$ cat src/rtl/spi_feeder_pkg.sv
// spi_feeder_pkg: shared state type, default sizes and count-width helper for the SPI transmit feeder
package spi_feeder_pkg;
  typedef enum logic [1:0] {IDLE, SETUP, XFER, GAP} state_t;
  localparam int DATA_W = 8;
  localparam int DEPTH = 4;
  function automatic int cnt_w(input int depth);
    return $clog2(depth) + 1;
  endfunction
endpackage

$ cat src/rtl/spi_feeder_fifo.sv
// spi_feeder_fifo: synchronous FIFO with occupancy count, full/empty flags and async active-low reset
module spi_feeder_fifo
  import spi_feeder_pkg::*;
#(
  parameter int DATA_W = spi_feeder_pkg::DATA_W,
  parameter int DEPTH  = spi_feeder_pkg::DEPTH
) (
  input  logic                      clk,
  input  logic                      reset_n,
  input  logic                      push,
  input  logic                      pop,
  input  logic [DATA_W-1:0]         wr_data,
  output logic [DATA_W-1:0]         rd_data,
  output logic [cnt_w(DEPTH)-1:0]   count,
  output logic                      full,
  output logic                      empty
);
  localparam int AW = $clog2(DEPTH);
  localparam int CW = cnt_w(DEPTH);
  logic [DATA_W-1:0] mem [DEPTH];
  logic [AW-1:0] wr_ptr, rd_ptr;
  logic do_push, do_pop;
  assign full    = count == CW'(DEPTH);
  assign empty   = count == '0;
  assign do_push = push && !full;
  assign do_pop  = pop && !empty;
  assign rd_data = mem[rd_ptr];
  always_ff @(posedge clk)
    if (do_push) mem[wr_ptr] <= wr_data;
  always_ff @(posedge clk or negedge reset_n)
    if (!reset_n) begin
      wr_ptr <= '0;
      rd_ptr <= '0;
      count  <= '0;
    end else begin
      wr_ptr <= do_push ? wr_ptr + AW'(1) : wr_ptr;
      rd_ptr <= do_pop ? rd_ptr + AW'(1) : rd_ptr;
      count  <= count + CW'(do_push) - CW'(do_pop);
    end
endmodule

$ cat src/rtl/spi_tx_feeder.sv
// spi_tx_feeder: buffers producer words and frames each as a fixed-length active-low chip-select pulse
module spi_tx_feeder
  import spi_feeder_pkg::*;
#(
  parameter int DATA_W      = spi_feeder_pkg::DATA_W,
  parameter int DEPTH       = spi_feeder_pkg::DEPTH,
  parameter int XFER_CYCLES = 18,
  parameter int GAP_CYCLES  = 2
) (
  input  logic                    clk,
  input  logic                    reset_n,
  input  logic                    enable,
  input  logic                    s_valid,
  input  logic [DATA_W-1:0]       s_data,
  output logic                    s_ready,
  output logic [DATA_W-1:0]       data_in,
  output logic                    cs_in,
  output logic                    busy,
  output logic [cnt_w(DEPTH)-1:0] fifo_count,
  output logic [15:0]             words_sent
);
  localparam int CW = cnt_w(DEPTH);
  localparam int TW = $clog2(XFER_CYCLES > GAP_CYCLES ? XFER_CYCLES : GAP_CYCLES) + 1;
  state_t state, state_nx;
  logic [TW-1:0] tmr;
  logic [DATA_W-1:0] head;
  logic [CW-1:0] cnt_nx;
  logic push, pop, full, empty, start, tmr_done;
  assign push     = s_valid && s_ready && !full;
  assign start    = !empty && enable;
  assign tmr_done = tmr == '0;
  always_comb begin
    state_nx = state == IDLE  ? (start ? SETUP : IDLE)
             : state == SETUP ? XFER
             : state == XFER  ? (tmr_done ? GAP : XFER)
             : tmr_done       ? (start ? SETUP : IDLE) : GAP;
    pop      = state_nx == SETUP;
    cnt_nx   = fifo_count + CW'(push) - CW'(pop);
  end
  spi_feeder_fifo #(.DATA_W(DATA_W), .DEPTH(DEPTH)) u_fifo (
    .clk     (clk),
    .reset_n (reset_n),
    .push    (push),
    .pop     (pop),
    .wr_data (s_data),
    .rd_data (head),
    .count   (fifo_count),
    .full    (full),
    .empty   (empty)
  );
  always_ff @(posedge clk or negedge reset_n)
    if (!reset_n) begin
      state      <= IDLE;
      tmr        <= '0;
      data_in    <= '0;
      cs_in      <= 1'b1;
      busy       <= 1'b0;
      s_ready    <= 1'b0;
      words_sent <= '0;
    end else begin
      state      <= state_nx;
      tmr        <= state == SETUP ? TW'(XFER_CYCLES - 1)
                  : (state == XFER && tmr_done) ? TW'(GAP_CYCLES - 1)
                  : tmr_done ? tmr : tmr - TW'(1);
      data_in    <= pop ? head : data_in;
      cs_in      <= state_nx != XFER;
      busy       <= state_nx != IDLE;
      s_ready    <= cnt_nx < CW'(DEPTH);
      words_sent <= (state == XFER && tmr_done) ? words_sent + 16'd1 : words_sent;
    end
endmodule

$ cat config.mk
export PLATFORM = sky130hd
export DESIGN_NAME = spi_tx_feeder
export DESIGN_NICKNAME = d
export VERILOG_FILES = /design/src/rtl/spi_feeder_pkg.sv /design/src/rtl/spi_feeder_fifo.sv /design/src/rtl/spi_tx_feeder.sv
export SDC_FILE = /design/constraint.sdc
export NUM_CORES = 1
export LEC_CHECK = 0
export ABC_AREA = 1
export BUFFER_PORTS_ARGS = -buffer_cell sky130_fd_sc_hd__buf_2
export CORE_MARGIN = 1
export CORE_UTILIZATION = 30
export DETAILED_ROUTE_END_ITERATION = 6
export PLACE_DENSITY = 0.44
export SETUP_SLACK_MARGIN = 0.05
export SLEW_MARGIN = 20
export SYNTH_ARGS = -nofsm -noshare
export SYNTH_HDL_FRONTEND = slang
export SYNTH_SLANG_ARGS = --single-unit
$ cat constraint.sdc
create_clock -name clk -period 3.1 [get_ports clk]
set_input_delay 0.155 -clock clk [delete_from_list [all_inputs] [get_ports clk]]
set_output_delay 0.155 -clock clk [all_outputs]
set_load 0.005 [all_outputs]
# Word-level counts from Yosys, hierarchy flattened
# Memories as Yosys holds them, arrays and structs flattened. A register that Yosys moved wholly into a read port is not among the register bits.
# Index checks and enable logic that the tools add are counted.
# totals
latch_bits	0
rom_bits	0
output_inout_bits	30
reg_bits	34
n_memories	1
wordCells	49
mem_bits_rw	32
# op_classes
n_addsub	8
n_div	0
n_mul	0
order_cmp	1
bitwise	0
n_eq_ne	6
reduce_logical	13
n_mux	11
shift	0
# mem_list
memory	depth	word_bits	read_ports	rd_clocked_by_memory_dff	wr	line_no	text
u_fifo.mem	4	8	1	1	1	spi_feeder_fifo.sv:20	logic [DATA_W-1:0] mem [DEPTH];
# op_table
operator	n
two-way mux 6 bit	3
adder 16 x 1 -> 16 bit (second input constant)	1
two-way mux 2 bit	4
adder 3 x 1 -> 3 bit	2
logical AND 1 bit	6
zero test 6 bit	1
subtractor 3 x 1 -> 3 bit	2
subtractor 6 x 1 -> 6 bit (second input constant)	1
adder 2 x 1 -> 2 bit (second input constant)	2
equality test 2 x 1 -> 1 bit (second input constant)	2
two-way mux 1 bit	4
equality test 3 bit (second input constant)	1
zero test 1 bit	3
zero test 3 bit	1
< comparator 3 bit (second input constant)	1
!= test 3 x 1 -> 1 bit (second input constant)	1
equality test 2 bit (second input constant)	1
zero test 2 bit	1
!= test 2 bit (second input constant)	1
nonzero test 2 bit	1

# Longest topological paths before layout
# Gate-level depths: netlist (run 1).
# depth
depth_word	11
depth_mapped	14

# By module
# A second synthesis (run 1) with hierarchy kept.
# unflattened
hier_cells	356
area_unflattened_um2	3503.4
# modules_own_cells
mod	instances	cells_each	area_each_um2
spi_tx_feeder	1	197	1778.0
spi_feeder_fifo	1	159	1725.4

# Least setup slack after synthesis (run 1)
# Ideal clock, no wire load.
# synth_path
path_kind	register -> register
from	register u_fifo.count[1]
to	register u_fifo.count[2]
required_ps	2977
stages_incl_launch_ff	13
setup_slack_ps	810
period_less_slack_ps	2290
t_arrival_ps	2167
setup_time_ps	123
path_cell_list	dfrtp_1 inv_1 nand2_1 o21ai_0 inv_1 nand4_2 buf_2 inv_1 ha_1 inv_1 ha_1 fa_1 xor2_1
# synth_via
elab_chain_len	11
elab_cells_between_ends	16
# synth_lines
item	line_no	text
start: declaration	spi_feeder_fifo.sv:14	output logic [cnt_w(DEPTH)-1:0] count,
start signal: assignment	spi_feeder_fifo.sv:38	count <= count + CW'(do_push) - CW'(do_pop);
zero test 3 bit *	spi_feeder_fifo.sv:24	assign empty = count == '0;
zero test 1 bit *	spi_feeder_fifo.sv:26, spi_tx_feeder.sv:30	
logical AND 1 bit	spi_tx_feeder.sv:30	assign start = !empty && enable;
two-way mux 1 bit	spi_tx_feeder.sv:33, spi_tx_feeder.sv:36	
two-way mux 2 bit	spi_tx_feeder.sv:36	: tmr_done ? (start ? SETUP : IDLE) : GAP;
two-way mux 2 bit	spi_tx_feeder.sv:35	: state == XFER ? (tmr_done ? GAP : XFER)
two-way mux 2 bit	spi_tx_feeder.sv:34	: state == SETUP ? XFER
two-way mux 2 bit	spi_tx_feeder.sv:33	state_nx = state == IDLE ? (start ? SETUP : IDLE)
equality test 2 x 1 -> 1 bit	spi_tx_feeder.sv:37	pop = state_nx == SETUP;
logical AND 1 bit *	spi_feeder_fifo.sv:26	assign do_pop = pop && !empty;
net u_fifo.do_pop	spi_feeder_fifo.sv:22	logic do_push, do_pop;
subtractor 3 x 1 -> 3 bit *	spi_feeder_fifo.sv:38	
# Mark *: on every way through the listed nets, which the timed path passes. The rest lies on a longest branch.
# A chain may end at the register's enable or synchronous reset.

# Final worst setup path (run 1)
# layout_path
from	register tmr[0]
to	register u_fifo.count[2]
# layout_via
elab_chain_len	8
elab_cells_between_ends	9
# layout_lines
item	line_no	text
start: declaration	spi_tx_feeder.sv:25	logic [TW-1:0] tmr;
start signal: assignment	spi_tx_feeder.sv:62	tmr <= state == SETUP ? TW'(XFER_CYCLES - 1)
zero test 6 bit *	spi_tx_feeder.sv:31	assign tmr_done = tmr == '0;
two-way mux 2 bit / two-way mux 1 bit (equally long branches)	spi_tx_feeder.sv:36, spi_tx_feeder.sv:35	
two-way mux 2 bit *	spi_tx_feeder.sv:35	
two-way mux 2 bit *	spi_tx_feeder.sv:34	
two-way mux 2 bit *	spi_tx_feeder.sv:33	
equality test 2 x 1 -> 1 bit *	spi_tx_feeder.sv:37	
logical AND 1 bit *	spi_feeder_fifo.sv:26	
net u_fifo.do_pop	spi_feeder_fifo.sv:22	
subtractor 3 x 1 -> 3 bit *	spi_feeder_fifo.sv:38	
# Marks and branches as above.

==> results of run 1 <==
-- routing by layer --
metal,part of all wire,wire (microns),vias up,GRT usage
met1,0.47,3130,1111,0.149
met3,0.036,243,10,0.0410
li1,-,-,1186,-
met5,0,0,-,0
met4,0.015,98,0,0.0499
met2,0.48,3250,40,0.212
-- per-stage QoR --
step	total power (uW)	cells	area, sq um	hold WS, ps
2_1_floorplan	2220	331	3380	-141
3_3_place_gp	2550	507	3740	372
3_5_place_dp	2560	507	3740	379
4_1_cts	3510	524	4000	2.50
5_1_grt	3740	525	4020	1.69
6_report	3460	525	4020	20.5
-- state kept, by name, summed over array words and instances (netlist names) --
register       flops
busy               1
cs_in              1
data_in            8
s_ready            1
state              2
tmr                6
u_fifo.count       3
u_fifo.mem        32
u_fifo.rd_ptr      2
u_fifo.wr_ptr      2
words_sent        16
-- worst min-delay path by stage --
stage,to,slack [ps],cells past startpoint
3_3_place_gp,u_fifo.mem[1][1],370,1
5_1_grt,u_fifo.mem[2][6],2,1
4_1_cts,u_fifo.mem[0][4],3,1
2_1_floorplan,busy,-140,0
6_report,u_fifo.mem[0][7],20,1
3_5_place_dp,u_fifo.mem[0][4],380,1
-- worst max-delay path, cell delays in order (launching register included) --
cell and delay (ps):
dfrtp_1 360, inv_1 130, ha_1 250, nand4_2 180, nand2_1 130, nand4_2 270
inv_1 130, ha_1 120, inv_1 40, ha_1 180, fa_1 380, xor2_1 170
-- cell families after synthesis --
family          share of synthesized area
compound gates                     0.0551
buf+inv                            0.0559
fa+ha+maj                          0.0466
simple gates                        0.200
flops                               0.595
xor+xnor                           0.0466
-- cells in the final DEF, fill, tap and decap left out, types with 2 or more instances in the layout --
cell        n
nand2_1    67
nor2_1     43
dfrtp_1    41
buf_2      41
inv_1      33
edfxtp_1   32
o21ai_0    30
nand4_1    15
ha_1       11
xor2_1     10
clkbuf_8    9
xnor2_1     8
nand3_1     7
nor3_1      7
buf_4       5
bufinv_16   3
nand2_2     2
nand4_2     2
a21oi_2     2
clkbuf_1    2
-- power by group through the flow --
stage / sequential (uW) / combinational (uW) / clock (uW)
finish: 1450 / 1060 / 942
floorplan: 1420 / 793 / 0
detailed placement: 1480 / 1080 / 0
CTS: 1460 / 1090 / 967
global placement: 1470 / 1080 / 0
global route: 1480 / 1240 / 1010
-- final cells by class --
type | count | area share
clock inverters | 4 | 0.0243
clock buffers | 12 | 0.0389
repair buffers | 48 | 0.0678
inverters | 34 | 0.0317
flip-flops and latches | 74 | 0.501
multi-input cells | 213 | 0.293
well taps | 140 | 0.0436
-- timing repair --
item	4_1_cts	5_1_grt
hold buffers	1	0
hold endpoints to repair	23	0
buffers inserted	0	0
==> summary.md, run 1 <==
| Metric | Value |
|---|---|
| Leakage power | 0.00181 uW |
| Vias per cell | between 4 and 5 |
| Cell Int Power | 2260 uW |
| Top-count cell post-synth | nand2_1 |
| Dpl ws | 596 ps |
| Ant diodes | 0 |
| Rows | 38 |
| Critical path origin | tmr[0] |
| CP Capture Point | u_fifo.count[2] |
| Setup CP Type | flop to flop |
| Vias in the first global route | 2243 |
| Final hold violation count | 0 |
| HP Start | s_data[7] |
| Grt total ovfl | 0 |
| Maximum vdd drop | about 340 uV |
| Pre-antenna DRT Iters | 4 |
| Sw Share | 0.347 |
| DP HPWL | 4530 microns |
| Util after Layout | 0.369 |
| Final net count | 404 |
| Max Fanout on Critical Path | 12 |
| Worst-Skew Late Latency | around 350 ps |
| Clk_skew | 7.17 ps |
| Final wirelength | around 6700 microns |
| Startpoint Class | flop |
| Power Density | 860 nW/um^2 |
| Min Clock Period, post-route | roughly 2500 ps |
| Setup TNS | 0 ps |
| Cell count after synthesis | 331 |
| Layout cells sized above 1 | 0.190 |
| I/O pins | 42 |
| GP Congestion | 0.776 |
| Synth area leader | dfrtp_1 |
| RSZ-0062 raised after global routing | no |
| Yosys warnings | 0 |
| CTS tree | done |
| Slew @ Worst Pin | 591 ps |
| Area share of the largest cell type after synthesis | 0.303 |
| Yosys reg bits | 74 |
| Register clock-pin slew on the reported worst setup and hold paths | 80 ps |
| CTS Root Cell | clkbuf_8 |
| Initial DRC Count | 122 |
| Synth area leaders | dfrtp_1 (30%), edfxtp_1 (28%), nand2_1 (7.4%) |
| Initial Util | 0.311 |
| Clock Power Share | 0.272 |
| Die height | 108 microns |
| FFs w/ async S/R, synth | 0.568 |
| Multi-input logic area | 1180 sq um |
| Tot GR Track Use | 0.126 |
| R2R Path Start | tmr[0] |
| Maxcap violations | 0 |
| Switch Pwr | 1200 uW |
| Reg area | 2010 sq um |
| Reg2reg path depth | 11 |
| Global-route wire length before repair | 11100 microns |
| Reg2Reg Setup Slack | 650 ps |
| Worst EP required | about 3300 ps |
| Post-synthesis sequential area ratio | 0.595 |
| Routed length per placed instance | 12.8 microns |
| Antenna violations before repair | 0 |
| Die Wd | 108 microns |
| Largest net degree at the start of global routing | 43 |
| Fillers | between 1000 and 1500 |
| Period utilization | 0.792 |
| FF-to-FF End | u_fifo.count[2] |
| Total die area | 11700 sq um |
| Routed Antenna Nets | 0 |
| Mapped Avg Cell Area | roughly 10 sq um |
| Seq pwr share | 0.420 |
| Worst rel slew slack | 0.604 |
| Top FF cell, synth | dfrtp_1 |
| Max Slew Vio Count | 0 |
| Clk sinks | 74 |
| Port Buffers | 41 |
| Number of flops mapped to enable cells by yosys | 32 |
| Longest Clk Path Bufs | 2 |
| Post-synthesis cell type count | 30 |
| Commonest cells post-synth | nand2_1 (67), nor2_1 (43), dfrtp_1 (41) |
| Vias | roughly 2300 |
| Syn_nets | 355 |
| Final worst slack | 645 ps |
| Post-CTS resize count | 0 |
| Hold WC Path Type | primary input to flop |
| Worst EP arrival | approximately 2700 ps |
| CTS buffer count | 9 |
| Outcome | finished, final reports clean |
| # DRC | 0 |
| Crit end category | flop |
| Core area | between 10000 and 15000 sq um |
| Area Overhead vs Synth | 18.9% |
| Synth Cell Area | 3380 sq um |
| Comb power frac | 0.308 |
| H-tree level count | 3 |
| Setup-failing EPs final | 0 |
| Achievable frequency | 407 MHz |
(Power assumes the default switching activity.)
==> run 2, diff against run 1 <==
--- a/config.mk
+++ b/config.mk
@@ -10,7 +10,7 @@
 export CORE_MARGIN = 1
 export CORE_UTILIZATION = 30
 export DETAILED_ROUTE_END_ITERATION = 6
-export PLACE_DENSITY = 0.44
+export PLACE_DENSITY = 0.45
 export SETUP_SLACK_MARGIN = 0.05
 export SLEW_MARGIN = 20
 export SYNTH_ARGS = -nofsm -noshare
==> constraint.sdc (replaced) <==
create_clock -name clk -period 2.2 [get_ports clk]
set_input_delay 0.11 -clock clk [delete_from_list [all_inputs] [get_ports clk]]
set_output_delay 0.11 -clock clk [all_outputs]
set_load 0.005 [all_outputs]
==> run 2 against run 1 <==
Net effect:
- sequential share of layout area decreased by 1.5 points
- die area unchanged
- cell count increased by 3.0%
- critical path depth unchanged
- core utilization increased by 1.1 points
- maximum frequency increased by 22%
- flip-flop and latch count unchanged
- global-route usage increased by 0.089 points
- clock skew increased by 2.2 ps
- setup slack got worse by 460 ps
- cell area increased by 3.0%
- combinational power increased by 52%
- critical endpoint unchanged
==> summary.md, run 2 (same netlist as run 1, synthesis figures left out) <==
| Metric | Value |
|---|---|
| Outcome | finished, final reports clean |
| H-tree level count | 3 |
| Total die area | 11700 sq um |
| I/O pins | 42 |
| Fillers | between 1000 and 1500 |
| # DRC | 0 |
| Setup-failing EPs final | 0 |
| Port Buffers | 41 |
| Routed Antenna Nets | 0 |
| Core area | 10900 sq um |
| Highest Signal Layer | met4 |
| Switch Pwr | 1750 uW |
| Multi-input logic area | 1200 sq um |
| Final instance area | 4140 sq um |
| Hold WC Path Type | primary input to asynchronous set/reset pin |
| Post-CTS Setup Repair Bufs | 0 |
| Vias per cell | 4.43 |
| Longest Clk Path Bufs | 2 |
| Cell count after placement | 516 |
| Vias | 2396 |
| Metal-1 WL | 3100 microns |
| CTS Root Cell | clkbuf_8 |
| Reg area | 2010 sq um |
| Crit end category | flop |
| DP HPWL | 4740 microns |
| RSZ-0062 raised after global routing | yes |
| Slowest cell delay on critical path | about 400 ps |
| Grt total ovfl | 0 |
| Worst EP required | 2440 ps |
| Vias in the first global route | roughly 2400 |
| Clock Power Share | 0.241 |
| Slew @ Worst Pin | 607 ps |
| Tot GR Track Use | 0.127 |
| Setup TNS | 0 ps |
| Clk_skew | 9.33 ps |
| Biggest register | u_fifo.mem |
| Routed length per placed instance | 12.6 microns |
| Metal2 WL | roughly 3300 microns |
| CP max stage cell | dfrtp_1 |
| Achievable frequency | ~500 MHz |
| CTS tree | done |
| Pre-antenna DRT Iters | 4 |
| Max Fanout on Critical Path | 4 |
| Die height | 108 microns |
| Startpoint Class | flop |
| Area Overhead vs Synth | 22.6% |
| Maximum vdd drop | 465 uV |
| Leakage power | between 0.0015 and 0.002 uW |
| Cell breakdown of the critical path | inv_2, nand2_2, o21ai_2, inv_1, nand4_2, inv_1, ha_1, inv_1, ha_1, fa_2, xor2_1 |
| Cell Int Power | 3090 uW |
| Max Slew Vio Count | 0 |
| Largest net degree at the start of global routing | 23 |
| Period utilization | 0.916 |
| Maxcap violations | 0 |
| GP Congestion | 0.787 |
| Max reg flops | 32 |
| Power Density | 1170 nW/um^2 |
| Comb power frac | 0.333 |
| Final hold violation count | 0 |
| Worst-Skew Late Latency | 350 ps |
| Largest registers | u_fifo.mem (32), words_sent (16), data_in (8) |
| Register clock-pin slew on the reported worst setup and hold paths | 80 ps |
| Sw Share | 0.362 |
| Seq pwr share | 0.426 |
| Antenna violations before repair | 0 |
| Non-filler cells, final | 541 |
| Clk sinks | 74 |
| Worst EP arrival | around 2300 ps |
| Final net count | 420 |
| CP most frequent cell | inv_1 |
| Worst rel slew slack | 0.595 |
| Post-Place Cell Area | 3820 sq um |
| Setup CP Type | flop to flop |
| Util after Layout | 0.381 |
| Most frequent cells in the layout | nand2_1 (65), nor2_1 (43), dfrtp_1 (41), buf_2 (41), edfxtp_1 (32) |
| CTS buffer count | 9 |
| Ant diodes | 0 |
| Commonest non-fill, non-tap cell in the layout | nand2_1 |
| Layout cells sized above 1 | 0.224 |
| Die Wd | roughly 110 microns |
| Routed wl met3 | 368 microns |
| Initial DRC Count | 90 |
| Rows | 38 |
| Initial Util | 0.311 |
| Global-route wire length before repair | 11200 microns |
| Final wirelength | 6840 microns |
| Min Clock Period, post-route | 2020 ps |
[run 2: cell types whose count changed in the layout (fill, tap and decap cells not counted), sizes merged]
cell,delta
clkinvlp,+1
dlygate4sd3,+8
bufinv,-1
clkinv,+2
buf,+8
inv,+1
clkbuf,-3
[run 2: area by class of cell]
cell class	count	area share
multi-input cells	213	0.290
clock inverters	7	0.0245
clock buffers	9	0.0299
well taps	140	0.0423
flip-flops and latches	74	0.486
repair buffers	64	0.0966
inverters	34	0.0308
[run 2: metrics by stage]
stage          setup WS (ps)  power (uW)  hold WS [ps]
6_report                 184        4840           258
5_1_grt                 29.6        5240           295
4_1_cts                  102        4910           256
3_5_place_dp             117        3710           122
3_3_place_gp             162        3690           124
2_1_floorplan           57.3        3160          -186
[run 2: critical path: cells and delay by family (launching register included)]
kind | cells | cell delay (ps)
AO/OA/AOI/OAI | 1 | 130
XOR/XNOR | 1 | 160
adder cells (fa/ha/maj) | 3 | 780
buffers and inverters | 4 | 270
flip-flops | 1 | 400
AND/OR/NAND/NOR | 2 | 170
[run 2: worst paths after layout]
check / endpoint / cells past startpoint / startpoint / slack, ps
worst max-delay path: u_fifo.count[2] / 11 / u_fifo.count[1] / 180
worst min-delay path: tmr[2] / 2 / reset_n / 260
worst max register to register: u_fifo.count[2] / 11 / u_fifo.count[1] / 180
worst min register to register: data_in[4] / 2 / data_in[4] / 480
max in group asynchronous: cs_in / 3 / reset_n / 1300
min in group clk: u_fifo.wr_ptr[1] / 6 / s_valid / 270
[run 2: repair_timing]
action | 4_1_cts | 5_1_grt
gates resized for setup | 0 | 4
hold buffers | 9 | 0
endpoints found under the setup margin | 0 | 3
endpoints found under the hold margin | 52 | 0
[run 2: metal layers]
metal / up-vias / GRT usage
met5: - / 0
met4: 0 / 0.0479
met3: 13 / 0.0416
met2: 58 / 0.213
met1: 1107 / 0.151
li1: 1218 / -
[run 2: power groups by stage]
stage	clock network [uW]	registers, uW	logic (uW)
6_report	1160	2060	1610
3_5_place_dp	0	2090	1630
3_3_place_gp	0	2080	1610
4_1_cts	1210	2060	1640
2_1_floorplan	0	2010	1150
5_1_grt	1270	2100	1880
